==> src/rtl/mem_io_bus_arbiter_if.sv <==
// Bus bundle for mem_io_bus_arbiter: two requester handshakes plus the shared
// data-memory / MMIO side. The arbiter connects through the slave modport,
// and the environment (requesters, memory, IO devices) through the master modport.
interface mem_io_bus_arbiter_if;
    // requester 0 (CPU load/store port)
    logic        m0_req;
    logic        m0_we;
    logic [31:0] m0_addr;
    logic [31:0] m0_wdata;
    logic        m0_gnt;
    logic        m0_done;
    logic [31:0] m0_rdata;
    // requester 1 (UART program/debug loader)
    logic        m1_req;
    logic        m1_we;
    logic [31:0] m1_addr;
    logic [31:0] m1_wdata;
    logic        m1_gnt;
    logic        m1_done;
    logic [31:0] m1_rdata;
    // shared memory / IO side
    logic        mem_en;
    logic        mem_we;
    logic        io_rd;
    logic        io_wr;
    logic [31:0] bus_addr;
    logic [31:0] bus_wdata;
    logic [31:0] mem_rdata;
    logic [15:0] io_rdata;
    logic        busy;

    modport master (
        output m0_req, m0_we, m0_addr, m0_wdata,
        input  m0_gnt, m0_done, m0_rdata,
        output m1_req, m1_we, m1_addr, m1_wdata,
        input  m1_gnt, m1_done, m1_rdata,
        input  mem_en, mem_we, io_rd, io_wr, bus_addr, bus_wdata, busy,
        output mem_rdata, io_rdata
    );

    modport slave (
        input  m0_req, m0_we, m0_addr, m0_wdata,
        output m0_gnt, m0_done, m0_rdata,
        input  m1_req, m1_we, m1_addr, m1_wdata,
        output m1_gnt, m1_done, m1_rdata,
        output mem_en, mem_we, io_rd, io_wr, bus_addr, bus_wdata, busy,
        input  mem_rdata, io_rdata
    );
endinterface

==> src/rtl/mem_io_bus_arbiter.sv <==
// mem_io_bus_arbiter: round-robin sharing of the data-memory / MMIO bus
// between the CPU load/store port (m0) and the UART loader (m1).
// One transaction at a time: IDLE -> ACCESS -> (WAIT) -> DONE -> IDLE.
// All outputs are registered; the next-cycle values are computed from the
// next state so nothing combinational reaches an output from a request.
// Optional build macro IO_WAIT_STATE_EN: IO accesses hold ACCESS for
// 1+IO_WAIT cycles with the IO strobe asserted throughout.
module mem_io_bus_arbiter #(
    parameter int unsigned MEM_LAT = 1,
    parameter logic [21:0] IO_BASE = 22'h3FFFFF,
    parameter int unsigned IO_WAIT = 2
) (
    input  logic                 clk,
    input  logic                 rst,
    mem_io_bus_arbiter_if.slave  bus
);

    localparam int CW = 8;

    typedef enum logic [1:0] {
        IDLE   = 2'd0,
        ACCESS = 2'd1,
        WAIT   = 2'd2,
        DONE   = 2'd3
    } state_t;

    state_t          state_r;
    state_t          state_nxt_s;
    logic [CW-1:0]   cnt_r;
    logic            last_grant_r;
    logic            owner_r;
    logic            we_r;
    logic            is_io_r;
    logic [31:0]     addr_r;
    logic [31:0]     wdata_r;

    logic            start_s;
    logic            sel_owner_s;
    logic            hold_s;
    logic [31:0]     rdata_nxt_s;
    logic            sel_we_s;
    logic [31:0]     sel_addr_s;
    logic [31:0]     sel_wdata_s;
    logic            nxt_is_io_s;
    logic            nxt_we_s;
    logic            acc_nxt_s;
    logic            done_nxt_s;

    logic            m0_gnt_r;
    logic            m1_gnt_r;
    logic            m0_done_r;
    logic            m1_done_r;
    logic [31:0]     m0_rdata_r;
    logic [31:0]     m1_rdata_r;
    logic            mem_en_r;
    logic            mem_we_r;
    logic            io_rd_r;
    logic            io_wr_r;
    logic            busy_r;

    // Next-state logic: arbitration in IDLE, strobe phase length, read-data selection.
    always_comb begin
        state_nxt_s = state_r;
        start_s     = 1'b0;
        sel_owner_s = 1'b0;
        hold_s      = 1'b0;
        rdata_nxt_s = 32'h0000_0000;
        case (state_r)
            IDLE: begin
                if (bus.m0_req && bus.m1_req) begin
                    start_s     = 1'b1;
                    sel_owner_s = ~last_grant_r;
                end else if (bus.m0_req) begin
                    start_s     = 1'b1;
                    sel_owner_s = 1'b0;
                end else if (bus.m1_req) begin
                    start_s     = 1'b1;
                    sel_owner_s = 1'b1;
                end else begin
                    start_s     = 1'b0;
                    sel_owner_s = 1'b0;
                end
                if (start_s) begin
                    state_nxt_s = ACCESS;
                end else begin
                    state_nxt_s = IDLE;
                end
            end
            ACCESS: begin
`ifdef IO_WAIT_STATE_EN
                if (is_io_r && (cnt_r < CW'(IO_WAIT))) begin
                    hold_s = 1'b1;
                end else begin
                    hold_s = 1'b0;
                end
`else
                hold_s = 1'b0;
`endif
                if (hold_s) begin
                    state_nxt_s = ACCESS;
                end else if (!we_r && !is_io_r) begin
                    state_nxt_s = WAIT;
                end else begin
                    state_nxt_s = DONE;
                    // IO read data is sampled while io_rd is still asserted; writes return 0.
                    if (is_io_r && !we_r) begin
                        rdata_nxt_s = {16'h0000, bus.io_rdata};
                    end else begin
                        rdata_nxt_s = 32'h0000_0000;
                    end
                end
            end
            WAIT: begin
                if (cnt_r == CW'(MEM_LAT - 32'd1)) begin
                    state_nxt_s = DONE;
                    rdata_nxt_s = bus.mem_rdata;
                end else begin
                    state_nxt_s = WAIT;
                end
            end
            DONE: begin
                state_nxt_s = IDLE;
            end
            default: begin
                state_nxt_s = IDLE;
            end
        endcase
    end

    // Candidate request fields and the attributes the next cycle will see.
    always_comb begin
        if (sel_owner_s) begin
            sel_we_s    = bus.m1_we;
            sel_addr_s  = bus.m1_addr;
            sel_wdata_s = bus.m1_wdata;
        end else begin
            sel_we_s    = bus.m0_we;
            sel_addr_s  = bus.m0_addr;
            sel_wdata_s = bus.m0_wdata;
        end
        if (start_s) begin
            nxt_is_io_s = (sel_addr_s[31:10] == IO_BASE);
            nxt_we_s    = sel_we_s;
        end else begin
            nxt_is_io_s = is_io_r;
            nxt_we_s    = we_r;
        end
        acc_nxt_s  = (state_nxt_s == ACCESS);
        done_nxt_s = (state_nxt_s == DONE);
    end

    // State register.
    always_ff @(posedge clk or posedge rst) begin
        if (rst) begin
            state_r <= IDLE;
        end else begin
            state_r <= state_nxt_s;
        end
    end

    // Phase counter: restarts on every state change, counts cycles spent in ACCESS/WAIT.
    always_ff @(posedge clk or posedge rst) begin
        if (rst) begin
            cnt_r <= {CW{1'b0}};
        end else if ((state_nxt_s != state_r) || (state_r == IDLE)) begin
            cnt_r <= {CW{1'b0}};
        end else begin
            cnt_r <= cnt_r + {{(CW-1){1'b0}}, 1'b1};
        end
    end

    // Transaction latches, captured at grant and held until the next grant.
    always_ff @(posedge clk or posedge rst) begin
        if (rst) begin
            owner_r <= 1'b0;
            we_r    <= 1'b0;
            is_io_r <= 1'b0;
            addr_r  <= 32'h0000_0000;
            wdata_r <= 32'h0000_0000;
        end else if (start_s) begin
            owner_r <= sel_owner_s;
            we_r    <= sel_we_s;
            is_io_r <= nxt_is_io_s;
            addr_r  <= sel_addr_s;
            wdata_r <= sel_wdata_s;
        end else begin
            owner_r <= owner_r;
            we_r    <= we_r;
            is_io_r <= is_io_r;
            addr_r  <= addr_r;
            wdata_r <= wdata_r;
        end
    end

    // Round-robin memory: the owner of a finished transaction loses the next tie.
    always_ff @(posedge clk or posedge rst) begin
        if (rst) begin
            last_grant_r <= 1'b1;
        end else if (state_r == DONE) begin
            last_grant_r <= owner_r;
        end else begin
            last_grant_r <= last_grant_r;
        end
    end

    // Registered outputs, loaded with the values belonging to the next state.
    always_ff @(posedge clk or posedge rst) begin
        if (rst) begin
            m0_gnt_r   <= 1'b0;
            m1_gnt_r   <= 1'b0;
            m0_done_r  <= 1'b0;
            m1_done_r  <= 1'b0;
            m0_rdata_r <= 32'h0000_0000;
            m1_rdata_r <= 32'h0000_0000;
            mem_en_r   <= 1'b0;
            mem_we_r   <= 1'b0;
            io_rd_r    <= 1'b0;
            io_wr_r    <= 1'b0;
            busy_r     <= 1'b0;
        end else begin
            m0_gnt_r   <= start_s && !sel_owner_s;
            m1_gnt_r   <= start_s && sel_owner_s;
            m0_done_r  <= done_nxt_s && !owner_r;
            m1_done_r  <= done_nxt_s && owner_r;
            m0_rdata_r <= (done_nxt_s && !owner_r) ? rdata_nxt_s : 32'h0000_0000;
            m1_rdata_r <= (done_nxt_s && owner_r)  ? rdata_nxt_s : 32'h0000_0000;
            mem_en_r   <= acc_nxt_s && !nxt_is_io_s;
            mem_we_r   <= acc_nxt_s && !nxt_is_io_s && nxt_we_s;
            io_rd_r    <= acc_nxt_s && nxt_is_io_s && !nxt_we_s;
            io_wr_r    <= acc_nxt_s && nxt_is_io_s && nxt_we_s;
            busy_r     <= (state_nxt_s != IDLE);
        end
    end

    assign bus.m0_gnt    = m0_gnt_r;
    assign bus.m1_gnt    = m1_gnt_r;
    assign bus.m0_done   = m0_done_r;
    assign bus.m1_done   = m1_done_r;
    assign bus.m0_rdata  = m0_rdata_r;
    assign bus.m1_rdata  = m1_rdata_r;
    assign bus.mem_en    = mem_en_r;
    assign bus.mem_we    = mem_we_r;
    assign bus.io_rd     = io_rd_r;
    assign bus.io_wr     = io_wr_r;
    assign bus.bus_addr  = addr_r;
    assign bus.bus_wdata = wdata_r;
    assign bus.busy      = busy_r;

endmodule

==> src/flat_wrapper.sv <==
// flat-port wrapper written by rule: the top's interface ports become plain ports
module mem_io_bus_arbiter_flat 
#(
    parameter int unsigned MEM_LAT = 1,
    parameter logic [21:0] IO_BASE = 22'h3FFFFF,
    parameter int unsigned IO_WAIT = 2
)
  (clk, rst, bus_m0_req, bus_m0_we, bus_m0_addr, bus_m0_wdata, bus_m0_gnt, bus_m0_done, bus_m0_rdata, bus_m1_req, bus_m1_we, bus_m1_addr, bus_m1_wdata, bus_m1_gnt, bus_m1_done, bus_m1_rdata, bus_mem_en, bus_mem_we, bus_io_rd, bus_io_wr, bus_bus_addr, bus_bus_wdata, bus_busy, bus_mem_rdata, bus_io_rdata);
  mem_io_bus_arbiter_if bus_i ();
  input  logic clk;
  input  logic rst;
  input wire logic [$bits(bus_i.m0_req)-1:0] bus_m0_req;
  input wire logic [$bits(bus_i.m0_we)-1:0] bus_m0_we;
  input wire logic [$bits(bus_i.m0_addr)-1:0] bus_m0_addr;
  input wire logic [$bits(bus_i.m0_wdata)-1:0] bus_m0_wdata;
  output wire logic [$bits(bus_i.m0_gnt)-1:0] bus_m0_gnt;
  output wire logic [$bits(bus_i.m0_done)-1:0] bus_m0_done;
  output wire logic [$bits(bus_i.m0_rdata)-1:0] bus_m0_rdata;
  input wire logic [$bits(bus_i.m1_req)-1:0] bus_m1_req;
  input wire logic [$bits(bus_i.m1_we)-1:0] bus_m1_we;
  input wire logic [$bits(bus_i.m1_addr)-1:0] bus_m1_addr;
  input wire logic [$bits(bus_i.m1_wdata)-1:0] bus_m1_wdata;
  output wire logic [$bits(bus_i.m1_gnt)-1:0] bus_m1_gnt;
  output wire logic [$bits(bus_i.m1_done)-1:0] bus_m1_done;
  output wire logic [$bits(bus_i.m1_rdata)-1:0] bus_m1_rdata;
  output wire logic [$bits(bus_i.mem_en)-1:0] bus_mem_en;
  output wire logic [$bits(bus_i.mem_we)-1:0] bus_mem_we;
  output wire logic [$bits(bus_i.io_rd)-1:0] bus_io_rd;
  output wire logic [$bits(bus_i.io_wr)-1:0] bus_io_wr;
  output wire logic [$bits(bus_i.bus_addr)-1:0] bus_bus_addr;
  output wire logic [$bits(bus_i.bus_wdata)-1:0] bus_bus_wdata;
  output wire logic [$bits(bus_i.busy)-1:0] bus_busy;
  input wire logic [$bits(bus_i.mem_rdata)-1:0] bus_mem_rdata;
  input wire logic [$bits(bus_i.io_rdata)-1:0] bus_io_rdata;
  assign bus_i.m0_req = bus_m0_req;
  assign bus_i.m0_we = bus_m0_we;
  assign bus_i.m0_addr = bus_m0_addr;
  assign bus_i.m0_wdata = bus_m0_wdata;
  assign bus_m0_gnt = bus_i.m0_gnt;
  assign bus_m0_done = bus_i.m0_done;
  assign bus_m0_rdata = bus_i.m0_rdata;
  assign bus_i.m1_req = bus_m1_req;
  assign bus_i.m1_we = bus_m1_we;
  assign bus_i.m1_addr = bus_m1_addr;
  assign bus_i.m1_wdata = bus_m1_wdata;
  assign bus_m1_gnt = bus_i.m1_gnt;
  assign bus_m1_done = bus_i.m1_done;
  assign bus_m1_rdata = bus_i.m1_rdata;
  assign bus_mem_en = bus_i.mem_en;
  assign bus_mem_we = bus_i.mem_we;
  assign bus_io_rd = bus_i.io_rd;
  assign bus_io_wr = bus_i.io_wr;
  assign bus_bus_addr = bus_i.bus_addr;
  assign bus_bus_wdata = bus_i.bus_wdata;
  assign bus_busy = bus_i.busy;
  assign bus_i.mem_rdata = bus_mem_rdata;
  assign bus_i.io_rdata = bus_io_rdata;
  mem_io_bus_arbiter #(.MEM_LAT(MEM_LAT), .IO_BASE(IO_BASE), .IO_WAIT(IO_WAIT)) u_core (.clk(clk), .rst(rst), .bus(bus_i));
endmodule
==> config.mk <==
export PLATFORM = sky130hd
export DESIGN_NAME = mem_io_bus_arbiter_flat
export DESIGN_NICKNAME = d
export VERILOG_FILES = /design/src/rtl/mem_io_bus_arbiter_if.sv /design/src/rtl/mem_io_bus_arbiter.sv /design/src/flat_wrapper.sv
export SDC_FILE = /design/constraint.sdc
export NUM_CORES = 1
export LEC_CHECK = 0
export ABC_CLOCK_PERIOD_IN_PS = 5410
export CAP_MARGIN = 0
export CORE_ASPECT_RATIO = 1.1
export CORE_MARGIN = 2
export CORE_UTILIZATION = 40
export DETAILED_ROUTE_END_ITERATION = 10
export PLACE_DENSITY = 0.8
export SLEW_MARGIN = 25
export SYNTH_ARGS = -nofsm -noshare
export SYNTH_HDL_FRONTEND = slang
export SYNTH_SLANG_ARGS = --single-unit
==> constraint.sdc <==
create_clock -name clk -period 5.41 [get_ports clk]
set_clock_uncertainty 0.05 [all_clocks]
set_input_delay 0.8115 -clock clk [delete_from_list [all_inputs] [get_ports clk]]
set_output_delay 0.8115 -clock clk [all_outputs]
set_load 0.005 [all_outputs]
After elaboration in Yosys (flattened, before gate mapping):

Cells that the tools add are included.

* multipliers: 0
* $add $sub $neg: 1
* reductions and logical operators: 22
* divide/modulo/power cells: 0
* magnitude comparators: 0
* eq/ne operators: 7
* shift operators: 0
* muxes and demuxes: 24
* bitwise logic cells: 1

Operators by type and width (count)
* two-way mux 32 bit: 6
* case mux 32 bit (2 select lines): 1
* == test 22 bit (second input constant): 1
* two-way mux 16 bit: 1
* two-way mux 1 bit: 14
* logical AND 1 bit: 12
* adder 8 x 1 -> 8 bit (second input constant): 1
* logical NOT 8 bit: 1
* two-way mux 8 bit: 1
* case mux 2 bit (4 select lines): 1
* == test 2 bit (second input constant): 3
* logical NOT 1 bit: 6
* == test 2 x 1 -> 1 bit (second input constant): 2
* logical NOT 2 bit: 1
* != test 2 bit: 1
* nonzero test 2 bit: 1
* logical OR 1 bit: 1
* NOT 1 bit: 1

* memory bits (read-only): 0
* output and inout port bits: 137
* logic and storage cells: 74
* RAM bits: 0
* register bits after elaboration: 151
* latch bits: 0
* memories kept: 0
* input bits: 182

Longest topological paths before layout:

Gate-level depths: netlist of run 1.

* depth after elaboration: 10
* gate-level depth with buffers: 9

Worst setup path after synthesis of run 1:

Ideal clock, no wire load.

* path type: input-to-reg
* from: in bus_m1_req
* to: reg u_core.wdata_r[12], in the netlist u_core.bus.bus_wdata[12]
* arrival time: 1918 ps
* path buffers: 3
* data required time: 5236 ps
* cell stages on the path: 7
* setup slack: 3318 ps
* path through: o21ai_0 > clkbuf_1 > nor2_1 > buf_2 > clkbuf_1 > nand2_1 > nand2_1

* cells in the longest elaborated chain, start to end: 5
* elaborated cells on any way between the ends: 10
* classes of those cells: mux: 9; reduce/logical: 1

RTL lines
* start: declaration: line flat_wrapper.sv:19 `input wire logic [$bits(bus_i.m1_req)-1:0] bus_m1_req;`
* two-way mux 1 bit: line mem_io_bus_arbiter.sv:76 `end else if (bus.m1_req) begin`
* two-way mux 1 bit: line mem_io_bus_arbiter.sv:73 `end else if (bus.m0_req) begin`
* two-way mux 1 bit: line mem_io_bus_arbiter.sv:70 `if (bus.m0_req && bus.m1_req) begin`
* two-way mux 1 bit: line mem_io_bus_arbiter.sv:68 `case (state_r)`
* two-way mux 32 bit / two-way mux 1 bit (equally long branches): line mem_io_bus_arbiter.sv:132, mem_io_bus_arbiter.sv:68
* end signal: assignment: line mem_io_bus_arbiter.sv:185 `wdata_r <= sel_wdata_s;`
* end signal: assignment: line mem_io_bus_arbiter.sv:191 `wdata_r <= wdata_r;`
* end: declaration: line mem_io_bus_arbiter.sv:35 `logic [31:0] wdata_r;`

Parallel ways exist; a longest one is shown, timed or not. The select of a mux whose other input is x is not followed.
A chain may end at the register's enable or synchronous reset.

Worst setup path after layout of run 1:

* from: in bus_m1_req
* to: reg u_core.addr_r[26], in the netlist u_core.bus.bus_addr[26]

* cells in the longest elaborated chain, start to end: 5
* elaborated cells on any way between the ends: 10
* classes of those cells: mux: 9; reduce/logical: 1

RTL lines
* two-way mux 1 bit: line mem_io_bus_arbiter.sv:76
* two-way mux 1 bit: line mem_io_bus_arbiter.sv:73
* two-way mux 1 bit: line mem_io_bus_arbiter.sv:70
* two-way mux 1 bit: line mem_io_bus_arbiter.sv:68
* two-way mux 32 bit / two-way mux 1 bit (equally long branches): line mem_io_bus_arbiter.sv:132, mem_io_bus_arbiter.sv:68
* end signal: assignment: line mem_io_bus_arbiter.sv:184 `addr_r <= sel_addr_s;`
* end signal: assignment: line mem_io_bus_arbiter.sv:190 `addr_r <= addr_r;`
* end: declaration: line mem_io_bus_arbiter.sv:34 `logic [31:0] addr_r;`

Parallel ways exist; a longest one is shown, timed or not. The select of a mux whose other input is x is not followed.

==> results.md, run 1 <==
* Crit end category: register
* Setup Crit Path Kind: input pin to register
* Initial antenna violation count at 0
* # IOs at 319
* Critical R2R Capture: u_core.bus.bus_addr[26]$_DFFE_PP0P_
* CTS Buffer Depth at 2
* Status: completed
* Postcts setup bufs at 0
* Remaining antenna violation count at 0
* HP Class: register to register
* Die Span Y at 133 um
* Pwr Total at 4.61 mW
* Warnings from Yosys at 0
* Layout Area Growth over Synthesis at 65.3%
* Worst R2R Setup Slack at 2730 ps
* Maximum fanout along the worst path at 27
* Max-slew violation count at 0
* Power per Cell Area at 460 nW/um^2
* Grt ovf at 0
* Post-CTS resize count at 0
* Count of cell types in the netlist at 36
* Root buf cell: clkbuf_16
* N_diodes at 0
* Synth Net Count at 753
* Final hold violations at 0
* Vias in the first global route at 5,427
* R2R cell count at 7
* Routed length per instance at 16.8 um
* FP Rows at 47
* Worst-path clk slew at 60 ps
* CP endpoint: u_core.bus.bus_addr[26]$_DFFE_PP0P_
* DR DRC count at 0
* Initial DRC Count at 251
* Share of cells above drive strength 1 at 0.0586
* Clock period minus worst slack at 2800 ps
* NumNets Final at 1,063
* Area after DPL at 9430 sq um
* Die X at 121 um
* Setup WS pre-CTS at 2140 ps
* Iteration count of the initial detailed-routing pass at 4
* WP data arrival at 3010 ps
* Synth Instances at 564
* Final setup margin at 2610 ps
* Detailed placement HPWL at 13.4 mm
* Max_cap viols at 0
* EDFF count, synth at 0
* Post-route insts no fill at 1,083
* Clock latency at the later pin of the worst-skew pair at 420 ps
* Pleak at 4.37 nW
* Reg2reg start: u_core.state_r[0]$_DFF_PP0_
* Post-synthesis async set-or-reset flop share at 1.00
* CTS tree: done
* Worst relative slew slack at 0.479
* Tcrit/Tclk final at 0.518
* Worst setup SP type: input pin
* Largest net degree at the start of global routing at 114
* WP data required at 5620 ps
* Final Cell Area at 10,000 sq um
* Syn_area_per_cell at 10.7 sq um
* Synthesized flop and latch total at 151
* H-tree depth at 4
* First-pass GRT wire length at 28.4 mm
* RSZ-0062 raised after global routing: no
* Core Area at 14,900 sq um
* Tot GR Track Use at 0.228
* Worst Setup SP: bus_m1_req
* Vias at 5,383
* Top_reg_cell synth: dfrtp_1
* Die area at 16,200 sq um
* Drt total wl at 18.2 mm
* Worst VDD drop at 0.232 mV
* Count of final setup violators at 0
* Clock buffer count from CTS at 17
* Mapped cell area at 6060 sq um
* Total negative slack at 0 ps
* GPL Wtd Cong at 0.846
* Hold-fix buffers at CTS at 0
* Register area share after synthesis at 0.624
* Initial Util at 0.406
* Vias per cell at 4.97
* Max Fclk at 357 MHz
* Worst slew pin tran at 782 ps
* Port Buf Inserts at 318
* Sink Count at 151
* Dpl cells at 1,051
## synthesized netlist by cell type, drive strengths merged, types with 2 or more instances
library cell  count  area [sq um]
and3              3          18.8
ha                7          87.6
nand4             8          50.1
nor3              4          20.0
xnor2             5          43.8
clkbuf           25          93.8
nand3b            2          15.0
nand2b            2          12.5
dfrtp           150          3750
o21ai            36           180
nand2           118           445
nor2             71           267
a211oi            2          15.0
nor4b             3          38.8
mux2i            37           370
inv              10          37.5
nor4              8          50.1
nand3             6          30.0
buf               9          41.3
xor2              3          26.3
a22oi            44           330
## cell families after synthesis
family	after synthesis	synth area share
AND/OR/NAND/NOR	229	0.161
multiplexers	38	0.0630
XOR/XNOR	8	0.0116
flip-flops	151	0.624
AO/OA/AOI/OAI	87	0.0977
buffers and inverters	44	0.0285
adder cells (fa/ha/maj)	7	0.0145
## report_power, final
part | internal, mW | switching, mW
combinational | 0.919 | 0.909
clock | 0.651 | 0.510
sequential | 1.45 | 0.169
## state kept, by name, indices dropped and copies added, names as in the netlist, 2 cells and up
name / count
u_core.bus.m0_rdata: 32
u_core.state_r: 2
u_core.cnt_r: 8
u_core.bus.bus_wdata: 32
u_core.bus.m1_rdata: 32
u_core.bus.bus_addr: 32
## stage by stage
stage	utilization	hold WS (ps)
finish	0.671	426
global placement	0.631	411
floorplan	-	421
detailed placement	0.631	418
global route	0.671	446
CTS	0.670	430
## critical path: stages
cell             delay (ps)
clkdlybuf4s50_1         560
a21boi_2                260
nand2_2                  80
inv_2                   440
buf_4                   460
mux2i_1                 250
o21ai_0                 110
## cell usage in the layout, fill, tap and decap left out, types with 17 or more instances in the layout
cell type,n
dfrtp_1,150
nand2_1,117
clkbuf_16,17
a22oi_1,44
clkdlybuf4s50_1,318
mux2i_1,37
nor2_1,70
o21ai_0,35
## metal layers
| metal | up-vias | global-route usage | wire length [um] |
|---|---|---|---|
| met5 | - | 0 | 0 |
| met3 | 31 | 0.0676 | 1600 |
| met4 | 0 | 0.0856 | 415 |
| met2 | 238 | 0.402 | 9370 |
| li1 | 2542 | - | - |
| met1 | 2572 | 0.259 | 6810 |
## worst min-delay path by stage
stage / from / endpoint / slack (ps) / cells after the start
detailed placement: u_core.bus.bus_addr[31]$_DFFE_PP0P_ / u_core.bus.bus_addr[31]$_DFFE_PP0P_ / 420 / 2
floorplan: u_core.bus.bus_addr[31]$_DFFE_PP0P_ / u_core.bus.bus_addr[31]$_DFFE_PP0P_ / 420 / 2
finish: u_core.bus.bus_addr[31]$_DFFE_PP0P_ / u_core.bus.bus_addr[31]$_DFFE_PP0P_ / 430 / 2
global route: u_core.bus.bus_addr[31]$_DFFE_PP0P_ / u_core.bus.bus_addr[31]$_DFFE_PP0P_ / 450 / 2
global placement: u_core.bus.bus_addr[24]$_DFFE_PP0P_ / u_core.bus.bus_addr[24]$_DFFE_PP0P_ / 410 / 2
CTS: u_core.bus.bus_addr[31]$_DFFE_PP0P_ / u_core.bus.bus_addr[31]$_DFFE_PP0P_ / 430 / 2
## layout make-up
class | instances | area [sq um]
Clock buffer | 17 | 425
Clock inverter | 15 | 160
Sequential cell | 151 | 3780
Multi-Input combinational cell | 369 | 2130
Fill cell | 1170 | 4920
Timing Repair Buffer | 325 | 3240
Inverter | 10 | 45.0
Tap cell | 196 | 245
No activity file was read; power rests on OpenSTA's default activity.
==> run 2, diff against run 1 <==
--- a/config.mk
+++ b/config.mk
@@ -5,7 +5,7 @@
 export SDC_FILE = /design/constraint.sdc
 export NUM_CORES = 1
 export LEC_CHECK = 0
-export ABC_CLOCK_PERIOD_IN_PS = 5410
+export ABC_CLOCK_PERIOD_IN_PS = 2800
 export CAP_MARGIN = 0
 export CORE_ASPECT_RATIO = 1.1
 export CORE_MARGIN = 2
==> constraint.sdc (replaced) <==
create_clock -name clk -period 2.8 [get_ports clk]
set_clock_uncertainty 0.05 [all_clocks]
set_input_delay 0.42 -clock clk [delete_from_list [all_inputs] [get_ports clk]]
set_output_delay 0.42 -clock clk [all_outputs]
set_load 0.005 [all_outputs]
==> run 2 against run 1 <==
Compared with the run above: total power increased by 98%; first-iteration DRC count increased by 7.2%; combinational power increased by 96%; non-clock buffer count increased by 5; design area increased by 1.2%; worst hold slack improved by 1.0 ps; critical path type is now register to register; critical endpoint is now u_core.bus.bus_wdata[20]$_DFFE_PP0P_; largest cell class unchanged.
==> results.md, run 2 (synthesized netlist as in run 1, its figures left out) <==
* Final Cell Area at 10,100 sq um
* Fillers at 1,188
* Count of final setup violators at 0
* Initial DRC Count at 269
* Port Buf Inserts at 318
* Layout Area Growth over Synthesis at 67.2%
* Hold-fix buffers at CTS at 0
* Area after DPL at 9500 sq um
* Post-route insts no fill at 1,088
* Setup WS pre-CTS at 217 ps
* Critical Path, Cell by Cell: inv_1, ha_1, nand2_2, inv_2, buf_4, buf_4, a22oi_1, nand2_1
* Slowest cell on the critical path: dfrtp_1
* Worst relative slew slack at 0.527
* Total negative slack at 0 ps
* Routed length per instance at 16.3 um
* Final setup margin at 608 ps
* Vias per cell at 4.91
* Vias in the first global route at 5,524
* Initial antenna violation count at 0
* Postcts setup bufs at 0
* Slowest Stage Delay on Critical Path at 400 ps
* Detailed placement HPWL at 13.0 mm
* HP Class: input pin to async pin
* CTS Buffer Depth at 2
* Grt ovf at 0
* GPL Wtd Cong at 0.837
* Pleak at 4.42 nW
* Worst VDD drop at 0.475 mV
* RSZ-0062 raised after global routing: no
* Post-CTS resize count at 0
* Max_cap viols at 0
* Drt total wl at 17.8 mm
* R2R cell count at 8
* Worst-path clk slew at 60 ps
* Iteration count of the initial detailed-routing pass at 4
* Vias at 5,341
* Setup Crit Path Kind: register to register
* Clock latency at the later pin of the worst-skew pair at 420 ps
* Tcrit/Tclk final at 0.783
* Clock period minus worst slack at 2190 ps
* Die Span Y at 133 um
* Critical R2R Capture: u_core.bus.bus_wdata[20]$_DFFE_PP0P_
* Commonest non-fill, non-tap cell in the layout: clkdlybuf4s50_1
* Largest net degree at the start of global routing at 86
* Dpl cells at 1,056
* Crit end category: register
* Worst R2R Setup Slack at 610 ps
* First-pass GRT wire length at 27.9 mm
* WP data arrival at 2500 ps
* Die X at 121 um
* Power per Cell Area at 900 nW/um^2
* Sink Count at 151
* Remaining antenna violation count at 0
* NumNets Final at 1,068
* Tot GR Track Use at 0.225
* WP data required at 3110 ps
* Root buf cell: clkbuf_16
* Max-slew violation count at 0
* Core Area at 14,900 sq um
* DR DRC count at 0
* FP Rows at 47
* Core Util, Final at 0.678
* Initial Util at 0.406
* Die area at 16,200 sq um
* Clock buffer count from CTS at 17
* Max Fclk at 456 MHz
* Maximum fanout along the worst path at 29
* N_diodes at 0
* Reg2reg start: u_core.state_r[0]$_DFF_PP0_
* Most frequent cells in the layout: clkdlybuf4s50_1 (318), dfrtp_1 (150), nand2_1 (117)
* Final hold violations at 0
* Share of cells above drive strength 1 at 0.0639
* H-tree depth at 4
* Worst setup SP type: register
* CTS tree: done
* Most used cell along the critical path: buf_4
* Status: completed
* Worst slew pin tran at 708 ps
* # IOs at 319
## run 2: cell count changes in the layout (fill, tap and decap cells not counted), sizes merged
cell / before / now
clkinvlp: 2 / 5
bufinv: 1 / 3
inv: 17 / 14
buf: 7 / 12
clkbuf: 17 / 20
clkinv: 5 / 0
## run 2: routing by layer
metal  GRT usage  up-vias  part of all wire
met5           0        -                 0
met4       0.102        0             0.032
met3      0.0753       41             0.094
met2       0.388      267              0.50
met1       0.251     2490              0.37
li1            -     2543                 -
## run 2: critical path: cells and delay by family, from the launching register on
family,cells,cell delay (ps)
compound gates,1,150
fa+ha+maj,1,330
buf+inv,4,1010
flops,1,400
simple gates,2,180
## run 2: per-stage QoR
stage | hold slack [ps] | power, mW
final | 427 | 9.12
after CTS | 433 | 9.24
after detailed placement | 419 | 6.78
after global routing | 450 | 9.70
after global placement | 409 | 6.73
after floorplan | 421 | 4.79
## run 2: power by group
part           internal, mW  switching [mW]
Combinational          1.84            1.75
Sequential             2.80           0.324
Clock                  1.49           0.926
Total                  6.13            3.00
## run 2: cell type report
| cell class | instances | area, sq um | share of cell area |
|---|---|---|---|
| clock buffers | 20 | 467 | 0.0461 |
| clock inverters | 12 | 164 | 0.0162 |
| inverters | 10 | 41.3 | 0.00407 |
| repair buffers | 330 | 3310 | 0.327 |
| multi-input cells | 369 | 2130 | 0.210 |
| flip-flops and latches | 151 | 3780 | 0.373 |
| well taps | 196 | 245 | 0.0242 |
## run 2: worst max path at each step
stage | from | slack, ps | end
2_1_floorplan | rst | 430 | u_core.bus.bus_addr[0]$_DFFE_PP0P_
3_3_place_gp | bus_m1_req | 210 | u_core.bus.bus_wdata[7]$_DFFE_PP0P_
3_5_place_dp | bus_m1_req | 220 | u_core.bus.bus_wdata[17]$_DFFE_PP0P_
4_1_cts | u_core.state_r[0]$_DFF_PP0_ | 590 | u_core.bus.bus_wdata[25]$_DFFE_PP0P_
5_1_grt | u_core.state_r[0]$_DFF_PP0_ | 440 | u_core.bus.bus_wdata[25]$_DFFE_PP0P_
6_report | u_core.state_r[0]$_DFF_PP0_ | 610 | u_core.bus.bus_wdata[20]$_DFFE_PP0P_
